==> src/rtl/sync_cmd_decoder_if.sv <==
// ----------------------------------------------------------------------------
// sync_cmd_decoder_if
//   Bundles the byte stream, register-file and transmitter signals of the
//   command decoder.
//
//   master : the surrounding system (synchroniser, register file, transmitter)
//   slave  : the command decoder
//
//   Byte stream   : enable_pulse, sync_bus                      (master -> slave)
//   Register file : wr_en, rd_en, address, wr_data              (slave -> master)
//                   rd_data, rd_data_valid                      (master -> slave)
//   Transmitter   : tx_p_data, tx_d_valid                       (slave -> master)
//                   tx_busy                                     (master -> slave)
//   Status        : busy, err_cmd, frame_drop, err_timeout      (slave -> master)
// ----------------------------------------------------------------------------
interface sync_cmd_decoder_if #(
  parameter int BUS_WIDTH  = 8,
  parameter int ADDR_WIDTH = 4
);
  logic                  enable_pulse;
  logic [BUS_WIDTH-1:0]  sync_bus;
  logic                  wr_en;
  logic                  rd_en;
  logic [ADDR_WIDTH-1:0] address;
  logic [BUS_WIDTH-1:0]  wr_data;
  logic [BUS_WIDTH-1:0]  rd_data;
  logic                  rd_data_valid;
  logic [BUS_WIDTH-1:0]  tx_p_data;
  logic                  tx_d_valid;
  logic                  tx_busy;
  logic                  busy;
  logic                  err_cmd;
  logic                  frame_drop;
  logic                  err_timeout;

  modport master (
    output enable_pulse, sync_bus, rd_data, rd_data_valid, tx_busy,
    input  wr_en, rd_en, address, wr_data, tx_p_data, tx_d_valid,
           busy, err_cmd, frame_drop, err_timeout
  );

  modport slave (
    input  enable_pulse, sync_bus, rd_data, rd_data_valid, tx_busy,
    output wr_en, rd_en, address, wr_data, tx_p_data, tx_d_valid,
           busy, err_cmd, frame_drop, err_timeout
  );
endinterface

==> src/rtl/sync_cmd_decoder.sv <==
// ----------------------------------------------------------------------------
// sync_cmd_decoder
//   Assembles command frames from the synchronised byte stream and executes
//   them against a register file:
//     write frame : WR_CMD, ADDR, DATA  -> one-cycle wr_en
//     read  frame : RD_CMD, ADDR        -> one-cycle rd_en, read data is then
//                                          handed to the transmitter on a
//                                          valid/busy handshake
//   Every output is a flop. Bytes arriving while a read is outstanding are
//   discarded and flagged on frame_drop; unknown opcodes flag err_cmd.
//
// Ports
//   clk    : destination-domain clock
//   rst_n  : asynchronous active-low reset
//   bus    : sync_cmd_decoder_if.slave (byte stream, register file, TX, status)
//
// Build option
//   CMD_TIMEOUT_EN : when defined, a partial frame left idle for TIMEOUT_CYCLES
//                    cycles is aborted and err_timeout pulses. Without it the
//                    TIMEOUT_CYCLES parameter does not exist and err_timeout
//                    is held at 0.
// ----------------------------------------------------------------------------
module sync_cmd_decoder #(
  parameter int                   BUS_WIDTH  = 8,
  parameter int                   ADDR_WIDTH = 4,
  parameter logic [BUS_WIDTH-1:0] WR_CMD     = 8'hAA,
  parameter logic [BUS_WIDTH-1:0] RD_CMD     = 8'hBB
`ifdef CMD_TIMEOUT_EN
  , parameter int                 TIMEOUT_CYCLES = 255
`endif
) (
  input  logic              clk,
  input  logic              rst_n,
  sync_cmd_decoder_if.slave bus
);

  typedef enum logic [2:0] {
    S_IDLE,
    S_WR_ADDR,
    S_WR_DATA,
    S_RD_ADDR,
    S_RD_WAIT,
    S_TX_HOLD
  } state_e;

  state_e                state_q;
  logic                  wr_en_q;
  logic                  rd_en_q;
  logic [ADDR_WIDTH-1:0] address_q;
  logic [BUS_WIDTH-1:0]  wr_data_q;
  logic [BUS_WIDTH-1:0]  tx_p_data_q;
  logic                  tx_d_valid_q;
  logic                  busy_q;
  logic                  err_cmd_q;
  logic                  frame_drop_q;
  logic                  err_timeout_q;

`ifdef CMD_TIMEOUT_EN
  localparam int                CNT_W    = $clog2(TIMEOUT_CYCLES + 1);
  // The abort fires on the edge that closes the TIMEOUT_CYCLES-th idle cycle.
  localparam logic [CNT_W-1:0]  CNT_LAST = CNT_W'(TIMEOUT_CYCLES - 1);
  logic [CNT_W-1:0]             idle_cnt_q;
`endif

  wire                  pulse = bus.enable_pulse;
  wire [BUS_WIDTH-1:0]  byte_in = bus.sync_bus;

  // NOTE: sequential state is assigned with <= only, so every flop in this
  // block samples the pre-edge values regardless of statement order.
  always_ff @(posedge clk or negedge rst_n) begin
    if (!rst_n) begin
      state_q       <= S_IDLE;
      wr_en_q       <= 1'b0;
      rd_en_q       <= 1'b0;
      address_q     <= '0;
      wr_data_q     <= '0;
      tx_p_data_q   <= '0;
      tx_d_valid_q  <= 1'b0;
      busy_q        <= 1'b0;
      err_cmd_q     <= 1'b0;
      frame_drop_q  <= 1'b0;
      err_timeout_q <= 1'b0;
`ifdef CMD_TIMEOUT_EN
      idle_cnt_q    <= '0;
`endif
    end else begin
      // NOTE: one-cycle strobes are cleared first and only set by the branch
      // that fires, so none of them can stick high for a second cycle.
      wr_en_q       <= 1'b0;
      rd_en_q       <= 1'b0;
      err_cmd_q     <= 1'b0;
      frame_drop_q  <= 1'b0;
      err_timeout_q <= 1'b0;

      unique case (state_q)
        S_IDLE: begin
          if (pulse) begin
            if (byte_in == WR_CMD) begin
              state_q <= S_WR_ADDR;
              busy_q  <= 1'b1;
            end else if (byte_in == RD_CMD) begin
              state_q <= S_RD_ADDR;
              busy_q  <= 1'b1;
            end else begin
              err_cmd_q <= 1'b1;
            end
          end
        end

        S_WR_ADDR: begin
          if (pulse) begin
            address_q <= byte_in[ADDR_WIDTH-1:0];
            state_q   <= S_WR_DATA;
          end
        end

        S_WR_DATA: begin
          if (pulse) begin
            wr_data_q <= byte_in;
            wr_en_q   <= 1'b1;
            state_q   <= S_IDLE;
            busy_q    <= 1'b0;
          end
        end

        S_RD_ADDR: begin
          if (pulse) begin
            address_q <= byte_in[ADDR_WIDTH-1:0];
            rd_en_q   <= 1'b1;
            state_q   <= S_RD_WAIT;
          end
        end

        // Read data may arrive in the same cycle as rd_en; a byte arriving
        // here is dropped but does not block the read data capture.
        S_RD_WAIT: begin
          frame_drop_q <= pulse;
          if (bus.rd_data_valid) begin
            tx_p_data_q  <= bus.rd_data;
            tx_d_valid_q <= 1'b1;
            state_q      <= S_TX_HOLD;
          end
        end

        // tx_p_data_q is not touched here, so it stays stable while held.
        S_TX_HOLD: begin
          frame_drop_q <= pulse;
          if (!bus.tx_busy) begin
            tx_d_valid_q <= 1'b0;
            state_q      <= S_IDLE;
            busy_q       <= 1'b0;
          end
        end

        default: begin
          state_q <= S_IDLE;
          busy_q  <= 1'b0;
        end
      endcase

`ifdef CMD_TIMEOUT_EN
      // Counts idle cycles of a partial frame; an arriving byte always wins
      // over an expiring count because the case above already accepted it.
      if ((state_q inside {S_WR_ADDR, S_WR_DATA, S_RD_ADDR}) && !pulse) begin
        if (idle_cnt_q == CNT_LAST) begin
          idle_cnt_q    <= '0;
          state_q       <= S_IDLE;
          busy_q        <= 1'b0;
          err_timeout_q <= 1'b1;
        end else begin
          idle_cnt_q <= idle_cnt_q + 1'b1;
        end
      end else begin
        idle_cnt_q <= '0;
      end
`endif
    end
  end

  assign bus.wr_en       = wr_en_q;
  assign bus.rd_en       = rd_en_q;
  assign bus.address     = address_q;
  assign bus.wr_data     = wr_data_q;
  assign bus.tx_p_data   = tx_p_data_q;
  assign bus.tx_d_valid  = tx_d_valid_q;
  assign bus.busy        = busy_q;
  assign bus.err_cmd     = err_cmd_q;
  assign bus.frame_drop  = frame_drop_q;
  assign bus.err_timeout = err_timeout_q;

endmodule
==> src/flat_wrapper.sv <==
// flat-port wrapper written by rule: the top's interface ports become plain ports
module sync_cmd_decoder_flat 
#(
  parameter int                   BUS_WIDTH  = 8,
  parameter int                   ADDR_WIDTH = 4,
  parameter logic [BUS_WIDTH-1:0] WR_CMD     = 8'hAA,
  parameter logic [BUS_WIDTH-1:0] RD_CMD     = 8'hBB

)
  (clk, rst_n, bus_enable_pulse, bus_sync_bus, bus_rd_data, bus_rd_data_valid, bus_tx_busy, bus_wr_en, bus_rd_en, bus_address, bus_wr_data, bus_tx_p_data, bus_tx_d_valid, bus_busy, bus_err_cmd, bus_frame_drop, bus_err_timeout);
  sync_cmd_decoder_if #(.BUS_WIDTH(BUS_WIDTH), .ADDR_WIDTH(ADDR_WIDTH)) bus_i ();
  input  logic clk;
  input  logic rst_n;
  input wire logic [$bits(bus_i.enable_pulse)-1:0] bus_enable_pulse;
  input wire logic [$bits(bus_i.sync_bus)-1:0] bus_sync_bus;
  input wire logic [$bits(bus_i.rd_data)-1:0] bus_rd_data;
  input wire logic [$bits(bus_i.rd_data_valid)-1:0] bus_rd_data_valid;
  input wire logic [$bits(bus_i.tx_busy)-1:0] bus_tx_busy;
  output wire logic [$bits(bus_i.wr_en)-1:0] bus_wr_en;
  output wire logic [$bits(bus_i.rd_en)-1:0] bus_rd_en;
  output wire logic [$bits(bus_i.address)-1:0] bus_address;
  output wire logic [$bits(bus_i.wr_data)-1:0] bus_wr_data;
  output wire logic [$bits(bus_i.tx_p_data)-1:0] bus_tx_p_data;
  output wire logic [$bits(bus_i.tx_d_valid)-1:0] bus_tx_d_valid;
  output wire logic [$bits(bus_i.busy)-1:0] bus_busy;
  output wire logic [$bits(bus_i.err_cmd)-1:0] bus_err_cmd;
  output wire logic [$bits(bus_i.frame_drop)-1:0] bus_frame_drop;
  output wire logic [$bits(bus_i.err_timeout)-1:0] bus_err_timeout;
  assign bus_i.enable_pulse = bus_enable_pulse;
  assign bus_i.sync_bus = bus_sync_bus;
  assign bus_i.rd_data = bus_rd_data;
  assign bus_i.rd_data_valid = bus_rd_data_valid;
  assign bus_i.tx_busy = bus_tx_busy;
  assign bus_wr_en = bus_i.wr_en;
  assign bus_rd_en = bus_i.rd_en;
  assign bus_address = bus_i.address;
  assign bus_wr_data = bus_i.wr_data;
  assign bus_tx_p_data = bus_i.tx_p_data;
  assign bus_tx_d_valid = bus_i.tx_d_valid;
  assign bus_busy = bus_i.busy;
  assign bus_err_cmd = bus_i.err_cmd;
  assign bus_frame_drop = bus_i.frame_drop;
  assign bus_err_timeout = bus_i.err_timeout;
  sync_cmd_decoder #(.BUS_WIDTH(BUS_WIDTH), .ADDR_WIDTH(ADDR_WIDTH), .WR_CMD(WR_CMD), .RD_CMD(RD_CMD)) u_core (.clk(clk), .rst_n(rst_n), .bus(bus_i));
endmodule
==> config.mk <==
export PLATFORM = sky130hd
export DESIGN_NAME = sync_cmd_decoder_flat
export DESIGN_NICKNAME = d
export VERILOG_FILES = /design/src/rtl/sync_cmd_decoder_if.sv /design/src/rtl/sync_cmd_decoder.sv /design/src/flat_wrapper.sv
export SDC_FILE = /design/constraint.sdc
export NUM_CORES = 1
export LEC_CHECK = 0
export CAP_MARGIN = 40
export CORE_ASPECT_RATIO = 1.4
export CORE_MARGIN = 4
export CORE_UTILIZATION = 38
export CTS_BUF_LIST = sky130_fd_sc_hd__clkbuf_16
export CTS_CLUSTER_DIAMETER = 40
export DETAILED_ROUTE_END_ITERATION = 12
export HOLD_SLACK_MARGIN = 0.03
export PLACE_DENSITY = 0.8
export SLEW_MARGIN = 20
export SYNTH_ARGS = -nofsm -noshare
export SYNTH_HDL_FRONTEND = slang
export SYNTH_SLANG_ARGS = --single-unit
==> constraint.sdc <==
create_clock -name clk -period 1.6 [get_ports clk]
set_input_delay 0.24 -clock clk [delete_from_list [all_inputs] [get_ports clk]]
set_output_delay 0.24 -clock clk [all_outputs]
set_load 0.1 [all_outputs]
# Word-level counts from Yosys, hierarchy flattened
# Index checks and enable logic that the tools add are counted.
# word_totals
register_bits,29
latchBits,0
ramBits,0
mem_bits_ro,0
inputBits,21
n_memories,0
# op_classes
addsub,0
n_mul,0
div,0
order_cmp,0
n_eq_ne,14
shifts,0
muxes,25
bitwise_logic,1
reduce_logical,11
# ops
cell,count
$mux W3,8
$pmux W3 S6,1
$eq A8 B8 Y1 const B,2
$mux W1,14
$ne A2 B2 Y1 const B,6
$reduce_and A7 Y1,1
$eq A3 B2 Y1 const B,2
$eq A3 B3 Y1 const B,2
$reduce_and A2 Y1,3
$reduce_and A5 Y1,1
$pmux W1 S4,1
$reduce_or A2 Y1,2
$eq A3 B1 Y1 const B,1
$logic_not A3 Y1,1
$ne A3 B1 Y1 const B,1
$reduce_and A3 Y1,1
$reduce_or A3 Y1,1
$pmux W1 S2,1
$reduce_bool A2 Y1,1
$not A1 Y1,1

# Longest topological paths before layout
# Gate-level depths: netlist of the first run.
# depth
word_depth,5
ltp_mapped,5

# Least setup slack after synthesis of the first run
# No wires, ideal clock.
# synth_path
kind,register to register
startpoint,reg u_core.state_q[0]
endpoint,"reg u_core.wr_data_q[0], in the netlist u_core.bus.wr_data[0]"
setup_ns,0.125
arrival_ns,1.384
path_slack_ns,0.091
path_stages_with_launch,4
path_cell_list,dfrtp_1 buf_2 nor4_4 mux2_2
# synth_between
elab_chain_len,2
# synth_lines
item,line_no,rtl
"start, declared",sync_cmd_decoder.sv:46,state_e state_q;
"start signal, assigned",sync_cmd_decoder.sv:72,state_q <= S_IDLE;
"start signal, assigned",sync_cmd_decoder.sv:99,state_q <= S_WR_ADDR;
"start signal, assigned",sync_cmd_decoder.sv:102,state_q <= S_RD_ADDR;
$eq A3 B2 Y1,sync_cmd_decoder.sv:95,unique case (state_q)
$reduce_and A2 Y1 (no line),n/a,
"end signal, assigned",sync_cmd_decoder.sv:119,wr_data_q <= byte_in;
"end, declared",sync_cmd_decoder.sv:50,logic [BUS_WIDTH-1:0] wr_data_q;
# Every way passes these cells.
# A chain may end at the register's enable or synchronous reset.

# Final worst setup path of the first run
# layout_path
startpoint,reg u_core.state_q[1]
endpoint,"reg u_core.tx_p_data_q[5], in the netlist u_core.bus.tx_p_data[5]"
# layout_between
elab_chain_len,2
# layout_lines
item,line_no,rtl
$eq A3 B3 Y1,sync_cmd_decoder.sv:95,
$reduce_and A2 Y1 (no line),n/a,
"end signal, assigned",sync_cmd_decoder.sv:139,tx_p_data_q <= bus.rd_data;
"end, declared",sync_cmd_decoder.sv:51,logic [BUS_WIDTH-1:0] tx_p_data_q;
# Every way passes these cells.

==> qor.yml, run 1 <==
run_status:
  status: "finished, final reports clean"
final_layout:
  fin_area_mm2: 0.002160
  final_nets: 170
  seqCellArea_um2: 726.9
  antenna_cells: 0
  fin_util_pct: 72.86
  syn2layout_area_growth_pct: 79.42
  multi_input_area_um2: 446.7
  nFillCells: 184
  drive_above_1_share_pct: 43.62
yosys:
  synth_area_mm2: 0.001204
  synth_fp_nets: 111
  netlist_instances: 90
  yosysUniqueCellTypes: 27
  synth.ff_latch_count: 29
  synth.avg_cell_area_um2: 13.37
  yosysSeqAreaShare_pct: 60.29
  yosys_warnings: 0
floorplanning:
  die_h_um: 74.59
  die_x_um: 55.57
  rows: 23
  ios: 48
  die_area_mm2: 0.004145
  coreArea_mm2: 0.002964
  start_util_pct: 40.61
routing:
  vias: 930
  drt_iter0_drc: 15
  vias_per_cell: 5.000
  wire_per_inst_um: 17.19
  ant_nets: 0
  drc: 0
  dr.pass1.iters: 4
  wl_um: 3198
clock_network:
  cts_buffers: 5
  cts_root_buf: "clkbuf_16"
  cts_setup_buffers: 0
  cts-resized-gates: 0
  cts_hold_buf: 0
  cts_tree: "built"
  cts_max_level: 2
  path_clk_slew_ns: 0.05
  clk_latency_ns: 0.27
  clock-sinks: 29
  clk_path_buf_depth: 2
sta:
  fin_crit_sh_pct: 93.60
  slew_viol_final: 0
  setup_viol: 0
  min_period_ns: 1.498
  max_freq_ghz: 0.6677
  fin_setup_tns_ns: 0
  rsz0062_at_grt: "no"
  skew_ns: 0.002394
  hold_violations: 0
global_route:
  grt_max_degree: 30
  grt_pass1_wl_um: 5464
  grt_usage_pct: 17.30
  grt.overflow.total: 0
  antenna_found_initial: 0
  first_global_vias: 1044
job:
  cap_violations: 0
setup_path:
  startpoint_type: "register"
  crit_path_cell_trace: "nand2b_1 > nor2b_1 > buf_4 > mux2_2"
  end_kind: "register"
  cpMaxStageDelayCell: "dfrtp_1"
  crit_arrival_ns: 1.65
  max_stage_delay_ns: 0.42
  cp_max_fo: 8
  crit_required_ns: 1.75
  critical_path_class: "register to register"
min_path:
  min_path_type: "input port to async pin"
placement:
  dp_hpwl_um: 2404
  finalWeightedCongestion: 0.8539
  placed_area_mm2: 0.002023
  numPortBuffers: 46
-- placed cells by master (no fill, tap or decap) --
cell type	n
a21o_1	1
nor2b_2	1
nand2_1	3
o22ai_1	1
conb_1	1
clkinv_1	1
nor2b_1	4
nor4_4	1
o22a_1	1
buf_4	10
and4b_1	1
inv_2	1
buf_12	26
mux2_2	20
a31oi_1	2
dfrtp_1	28
dfrtp_2	1
clkbuf_16	5
clkdlybuf4s50_1	20
inv_1	3
a21oi_1	1
o21ai_0	2
o32ai_1	1
xnor2_1	1
nor3_1	2
nor4_1	1
nand3_1	1
nor2_1	5
nand2b_1	1
o21bai_1	1
o211a_1	1
a41o_1	1
-- routing by layer --
metal  up-vias  track usage (%)  part of all wire, %
met2        38            31.84                   57
met3         5            6.597                  6.3
li1        434                -                    -
met1       453            18.59                   36
met4         0            4.865                  1.3
met5         -                0                    0
-- cells by family (layout without fill, tap and decap cells) --
kind of cell,Yosys count,count (layout),synth area share (%)
compound gates,12,12,7.173
xor+xnor,1,1,0.7278
buf+inv,7,66,2.806
flops,29,29,60.29
mux,20,20,18.71
other cells,1,1,0.3116
simple gates,20,20,9.980
-- synth_stat cells, drive strengths merged --
cell    number  area [um^2]
buf          4        22.52
o22ai        1        6.260
a31oi        2        12.51
a21oi        1        5.000
nand3        1        5.000
nor2b        5        31.28
o211a        1        10.01
a41o         1        10.01
o22a         1        8.760
dfrtp       29        725.7
nand2        3        11.26
nor3         2        10.01
mux2        20        225.2
o21bai       1        7.510
and4b        1        10.01
conb         1        3.750
nor4         2        27.53
nor2         5        18.77
inv          3        11.26
o32ai        1        8.760
nand2b       1        6.260
a21o         1        7.510
o21ai        2        10.01
xnor2        1        8.760
-- per-stage QoR --
step / instances / worst slack (ns) / hold slack [ns]
final: 186 / 0.1023 / 0.3619
after global placement: 179 / -0.04659 / 0.5556
after global routing: 186 / 0.01241 / 0.4157
after CTS: 186 / 0.009728 / 0.3780
after floorplan: 90 / 0.09073 / -0.05559
after detailed placement: 179 / -0.1635 / 0.5622
-- state kept, by name, indices dropped and copies added (netlist names), 3 cells and up --
register	cells
u_core.state_q	3
u_core.bus.address	4
u_core.bus.wr_data	8
u_core.bus.tx_p_data	8
-- critical path, delay by kind of cell, from the launching register on --
kind | cells | cell delay (ns)
DFF | 1 | 0.42
and+or+nand+nor | 2 | 0.41
muxes | 1 | 0.35
buffers and inverters | 1 | 0.19
-- layout make-up --
type	count	share of cell area [%]
clock inverter	2	0.3476
multi-input combinational	54	20.68
clock buffer	5	5.794
inverter	3	0.5214
sequential	29	33.66
timing repair buffer	56	36.85
tap	37	2.144
-- final timing paths --
| check | startpoint | slack (ns) | endpoint | cells after the start |
|---|---|---|---|---|
| max | u_core.state_q[1] | 0.10 | u_core.bus.tx_p_data[5] | 4 |
| min | rst_n | 0.36 | u_core.bus.busy | 2 |
| max reg2reg | u_core.state_q[1] | 0.10 | u_core.bus.tx_p_data[5] | 4 |
| min reg2reg | u_core.bus.wr_data[1] | 0.57 | u_core.bus.wr_data[1] | 1 |
| max in group asynchronous | rst_n | 0.96 | u_core.state_q[2] | 2 |
| min in group clk | u_core.bus.wr_data[1] | 0.57 | u_core.bus.wr_data[1] | 1 |
Power of run 1 is left out: the tool's default activity adds up to more than one toggle a clock period on the data nets, which glitch-free logic cannot reach.
==> inputs of run 2 (changes only) <==
--- a/config.mk
+++ b/config.mk
@@ -12,6 +12,7 @@
 export CTS_BUF_LIST = sky130_fd_sc_hd__clkbuf_16
 export CTS_CLUSTER_DIAMETER = 40
 export DETAILED_ROUTE_END_ITERATION = 12
+export GPL_TIMING_DRIVEN = 0
 export HOLD_SLACK_MARGIN = 0.03
 export PLACE_DENSITY = 0.8
 export SLEW_MARGIN = 20
==> qor.yml, run 2 (synthesized netlist as in run 1, its figures left out) <==
setup_path:
  r2r-start: "u_core.state_q[2]"  # was u_core.state_q[1]
  critical_path_class: "register to primary output"  # was register to register
  r2r_setup_slack_ns: 0.09  # was 0.10 ns
  r2r_cells: 5  # was 4
  startpoint: "u_core.bus.err_cmd"  # was u_core.state_q[1]
  endpoint: "bus_err_cmd"  # was u_core.bus.tx_p_data[5]
  cp_max_fo: 1  # was 8
  crit_arrival_ns: 1.33  # was 1.65 ns
  end_kind: "primary output"  # was register
  crit_required_ns: 1.36  # was 1.75 ns
  startpoint_type: "register"  # unchanged
  timing.rr.end: "u_core.bus.tx_p_data[7]"  # was u_core.bus.tx_p_data[5]
sta:
  setup_ws_ns: 0.03133  # was 0.1023 ns
  hold_slack_ns: 0.4975  # was 0.3619 ns
  setup_viol: 0  # unchanged
  max_freq_ghz: 0.6375  # was 0.6677 GHz
  worst_slew_margin_rel_pct: 57.45
  hold_violations: 0  # unchanged
  fin_crit_sh_pct: 98.04  # was 93.60%
  slew_viol_final: 0  # unchanged
  tightest_slew_ns: 0.6382
  skew_ns: 0.002506  # was 0.002394 ns
  min_period_ns: 1.569  # was 1.498 ns
floorplanning:
  die_h_um: 74.59  # unchanged
  coreArea_mm2: 0.002964  # unchanged
  rows: 23  # unchanged
  start_util_pct: 40.61  # unchanged
  die_x_um: 55.57  # unchanged
  ios: 48  # unchanged
  die_area_mm2: 0.004145  # unchanged
final_layout:
  final_common_cell: "dfrtp_1"  # unchanged
  syn2layout_area_growth_pct: 92.31  # was 79.42%
  final_cell_mix: "29 x dfrtp_1, 26 x clkdlybuf4s50_1, 20 x mux2_2"  # was 28 x dfrtp_1, 26 x buf_12, 20 x mux2_2, 20 x clkdlybuf4s50_1, 10 x buf_4
  multi_input_area_um2: 449.2  # was 446.7 um^2
  drive_above_1_share_pct: 37.58  # was 43.62%
  antenna_cells: 0  # unchanged
  seqCellArea_um2: 725.7  # was 726.9 um^2
  nFillCells: 162  # was 184
  final_nets: 186  # was 170
global_route:
  grt_usage_pct: 19.19  # was 17.30%
  antenna_found_initial: 0  # unchanged
  grt_max_degree: 30  # unchanged
  first_global_vias: 1133  # was 1044
  grt.overflow.total: 0  # unchanged
  grt_pass1_wl_um: 5754  # was 5464 um
placement:
  dp_hpwl_um: 2516  # was 2404 um
  dp_slack_ns: -0.3681  # was -0.1635 ns
  finalWeightedCongestion: 0.8321  # was 0.8539
  numPortBuffers: 46  # unchanged
clock_network:
  cts_buffers: 5  # unchanged
  cts_tree: "built"  # unchanged
  clk_latency_ns: 0.27  # about the same
  clk_path_buf_depth: 2  # unchanged
  clock-sinks: 29  # unchanged
  path_clk_slew_ns: 0.05  # about the same
  cts_max_level: 2  # unchanged
  cts_root_buf: "clkbuf_16"  # unchanged
min_path:
  min_path_type: "register to register"  # was input port to async pin
routing:
  wl_um: 3768  # was 3198 um
  wire_per_inst_um: 18.65  # was 17.19 um
  dr.pass1.iters: 4  # unchanged
  vias_per_cell: 5.035  # was 5.000
  vias: 1017  # was 930
  drt_iter0_drc: 13  # was 15
  drc: 0  # unchanged
  ant_nets: 0  # unchanged
job:
  cap_violations: 0  # unchanged
run_status:
  status: "finished, final reports clean"  # unchanged
-- run 2: changes by cell type in the layout (fill, tap and decap cells not counted), sizes merged --
cell,change
dlygate4sd2,+3
buf,-3
dlymetal6s2s,+9
dlygate4sd3,+1
clkdlybuf4s50,+6
-- run 2: worst max-delay path, cell delays in order, from the launching register on --
cell             delay, ns
dfrtp_1               0.33
clkdlybuf4s50_1       0.52
buf_8                 0.21
-- run 2: final cells by class --
type,count,area share [%]
clock buffers,5,5.405
well taps,37,2.000
clock inverters,2,0.3243
plain buffers,4,1.189
inverters,3,0.4865
multi-input cells,54,19.41
repair buffers,68,39.84
flip-flops and latches,29,31.35
-- run 2: what timing repair did --
action	CTS	global route
hold endpoints to repair	29	0
setup buffers	2	0
gates resized for setup	11	23
gates cloned	0	0
endpoints found under the setup margin	23	22
hold buffers	1	0
pin swaps	1	0
-- run 2: worst min-delay path by stage --
stage | from | endpoint | cells past startpoint
after floorplan | rst_n | u_core.bus.address[0] | 0
after global placement | u_core.bus.tx_p_data[0] | u_core.bus.tx_p_data[0] | 1
after detailed placement | rst_n | u_core.bus.err_cmd | 1
after CTS | u_core.bus.wr_data[3] | u_core.bus.wr_data[3] | 1
after global routing | u_core.bus.wr_data[3] | u_core.bus.wr_data[3] | 1
final | u_core.bus.wr_data[4] | u_core.bus.wr_data[4] | 1
-- run 2: routing by layer --
metal  vias to the layer above  GRT usage, %  wire length (um)  share of wire (%)
li1                        465             -                 -                  -
met1                       502         19.25              1338                 36
met2                        41         36.18              2153                 57
met3                         9         4.514               159                4.2
met4                         0         11.35               116                3.1
met5                         -             0                 0                  0
-- run 2: through the flow --
step | cell area, um^2 | cells | util [%] | setup TNS, ns
floorplan | 1204 | 90 | - | 0
global placement | 1710 | 173 | 57.70 | -9.679
detailed placement | 2108 | 199 | 71.13 | -4.453
CTS | 2287 | 208 | 77.16 | 0
global route | 2315 | 202 | 78.09 | -0.003665
finish | 2315 | 202 | 78.09 | 0
Power of run 2 is left out for the same reason.
==> inputs of run 3 (changes only) <==
--- a/config.mk
+++ b/config.mk
@@ -8,13 +8,13 @@
 export CAP_MARGIN = 40
 export CORE_ASPECT_RATIO = 1.4
 export CORE_MARGIN = 4
-export CORE_UTILIZATION = 38
+export CORE_UTILIZATION = 45
 export CTS_BUF_LIST = sky130_fd_sc_hd__clkbuf_16
 export CTS_CLUSTER_DIAMETER = 40
 export DETAILED_ROUTE_END_ITERATION = 12
 export GPL_TIMING_DRIVEN = 0
 export HOLD_SLACK_MARGIN = 0.03
-export PLACE_DENSITY = 0.8
+export PLACE_DENSITY = 0.89
 export SLEW_MARGIN = 20
 export SYNTH_ARGS = -nofsm -noshare
 export SYNTH_HDL_FRONTEND = slang
==> constraint.sdc (replaced) <==
create_clock -name clk -period 2 [get_ports clk]
set_input_delay 0.3 -clock clk [delete_from_list [all_inputs] [get_ports clk]]
set_output_delay 0.3 -clock clk [all_outputs]
set_load 0.1 [all_outputs]
==> qor.yml, run 3 (synthesized netlist as in run 1, its figures left out) <==
sta:
  slew_viol_final: 0  # unchanged
  tightest_slew_ns: 0.6507  # was 0.6382 ns
  min_period_ns: 1.801
  setup_viol: 0  # unchanged
  skew_ns: 0.004572  # was 0.002506 ns
  fin_setup_tns_ns: 0  # unchanged
  rsz0062_at_grt: "no"
  max_freq_ghz: 0.5554
  hold_violations: 0  # unchanged
  fin_crit_sh_pct: 90.03
  worst_slew_margin_rel_pct: 56.30  # was 57.45%
routing:
  dr.pass1.iters: 5  # was 4
  wire_per_inst_um: 20.13  # was 18.65 um
  vias: 1109  # was 1017
  drc: 0  # unchanged
  vias_per_cell: 5.463  # was 5.035
  ant_nets: 0  # unchanged
  wl_um: 4087  # was 3768 um
  drt_iter0_drc: 56  # was 13
clock_network:
  cts_max_level: 2  # unchanged
  cts-resized-gates: 0  # was 11
  cts_buffers: 5  # unchanged
  cts_root_buf: "clkbuf_16"  # unchanged
  path_clk_slew_ns: 0.05  # about the same
  cts_hold_buf: 0  # was 1
  clk_path_buf_depth: 2  # unchanged
  cts_setup_buffers: 0  # was 2
  clk_latency_ns: 0.27  # about the same
  cts_tree: "built"  # unchanged
  clock-sinks: 29  # unchanged
final_layout:
  final_cell_mix: "45 x clkdlybuf4s50_1, 29 x dfrtp_1, 26 x buf_8"  # was 29 x dfrtp_1, 26 x clkdlybuf4s50_1, 20 x mux2_2
  seqCellArea_um2: 725.7  # unchanged
  multi_input_area_um2: 444.2  # was 449.2 um^2
  final_nets: 190  # was 186
  nFillCells: 101  # was 162
  drive_above_1_share_pct: 34.32  # was 37.58%
  fin_area_mm2: 0.002225  # was 0.002315 mm^2
  antenna_cells: 0  # unchanged
  final_common_cell: "clkdlybuf4s50_1"  # was dfrtp_1
  syn2layout_area_growth_pct: 84.82  # was 92.31%
floorplanning:
  start_util_pct: 48.73  # was 40.61%
  rows: 21  # was 23
  coreArea_mm2: 0.002470  # was 0.002964 mm^2
  ios: 48  # unchanged
  die_h_um: 69.20  # was 74.59 um
  die_area_mm2: 0.003578  # was 0.004145 mm^2
  die_x_um: 51.71  # was 55.57 um
global_route:
  grt_max_degree: 30  # unchanged
  grt_pass1_wl_um: 6651  # was 5754 um
  use_met2_pct: 45.04  # was 36.18%
  busiest_layer: "met2"  # unchanged
  met1_usage_pct: 26.82  # was 19.25%
  grt_usage_pct: 25.58  # was 19.19%
  first_global_vias: 1270  # was 1133
  antenna_found_initial: 0  # unchanged
  grt.overflow.total: 0  # unchanged
  grtUsageMet3_pct: 10.54  # was 4.514%
placement:
  numPortBuffers: 46  # unchanged
  placed_area_mm2: 0.002092  # was 0.002108 mm^2
  finalWeightedCongestion: 0.7107  # was 0.8321
  dp_hpwl_um: 2430  # was 2516 um
setup_path:
  startpoint_type: "input port"  # was register
  crit_required_ns: 2.15  # was 1.36 ns
  critical_path_class: "input port to register"  # was register to primary output
  end_kind: "register"  # was primary output
  crit_arrival_ns: 1.96  # was 1.33 ns
  cp_max_fo: 9  # was 1
min_path:
  min_path_type: "input port to async pin"  # was register to register
job:
  cap_violations: 0  # unchanged
run_status:
  status: "finished, final reports clean"  # unchanged
run 3: cell count changes in the layout (fill, tap and decap cells not counted), moves of 2 or more:
cell,change
buf_8,+19
buf_2,+2
buf_12,-18
dlygate4sd2_1,-3
buf_4,-4
clkdlybuf4s50_1,+19
dlymetal6s2s_1,-9
run 3: critical path: stages:
cell and delay [ns]:
clkdlybuf4s50_1 0.57, inv_1 0.16, nor4_4 0.51, mux2_2 0.41
run 3: path summary, 6_finish.rpt:
check / cells past startpoint / slack [ns] / start / endpoint
setup / recovery: 4 / 0.20 / bus_enable_pulse / u_core.bus.wr_data[6]
max in group asynchronous: 1 / 1.55 / rst_n / u_core.bus.address[1]
hold reg to reg: 1 / 0.51 / u_core.bus.tx_p_data[5] / u_core.bus.tx_p_data[5]
setup reg to reg: 3 / 0.24 / u_core.state_q[0] / u_core.bus.wr_data[6]
min in group clk: 1 / 0.51 / u_core.bus.tx_p_data[5] / u_core.bus.tx_p_data[5]
hold / removal: 1 / 0.05 / rst_n / u_core.bus.address[2]
run 3: area by class of cell:
cell class,instances,share of cell area (%)
tap,34,1.912
inverter,3,0.5062
multi-input combinational,54,19.97
timing repair buffer,72,38.02
clock buffer,5,5.624
sequential,29,32.62
buffer,4,1.012
clock inverter,2,0.3375
run 3: per-layer routing:
metal  vias up  wire length (um)
li1        477                 -
met1       549              1372
met2        75              2215
met3         8               435
met4         0                63
met5         -                 0
run 3: stage by stage:
step,cells,util [%],hold slack (ns),worst slack [ns]
final,203,90.07,0.04606,0.1993
after global routing,203,90.07,0.09390,0.1216
after CTS,203,90.07,0.06793,0.2141
after detailed placement,196,84.70,0.3506,-0.009437
after global placement,170,69.10,0.4877,0.05436
after floorplan,90,-,0.004409,0.4907
Power of run 3 is left out for the same reason.
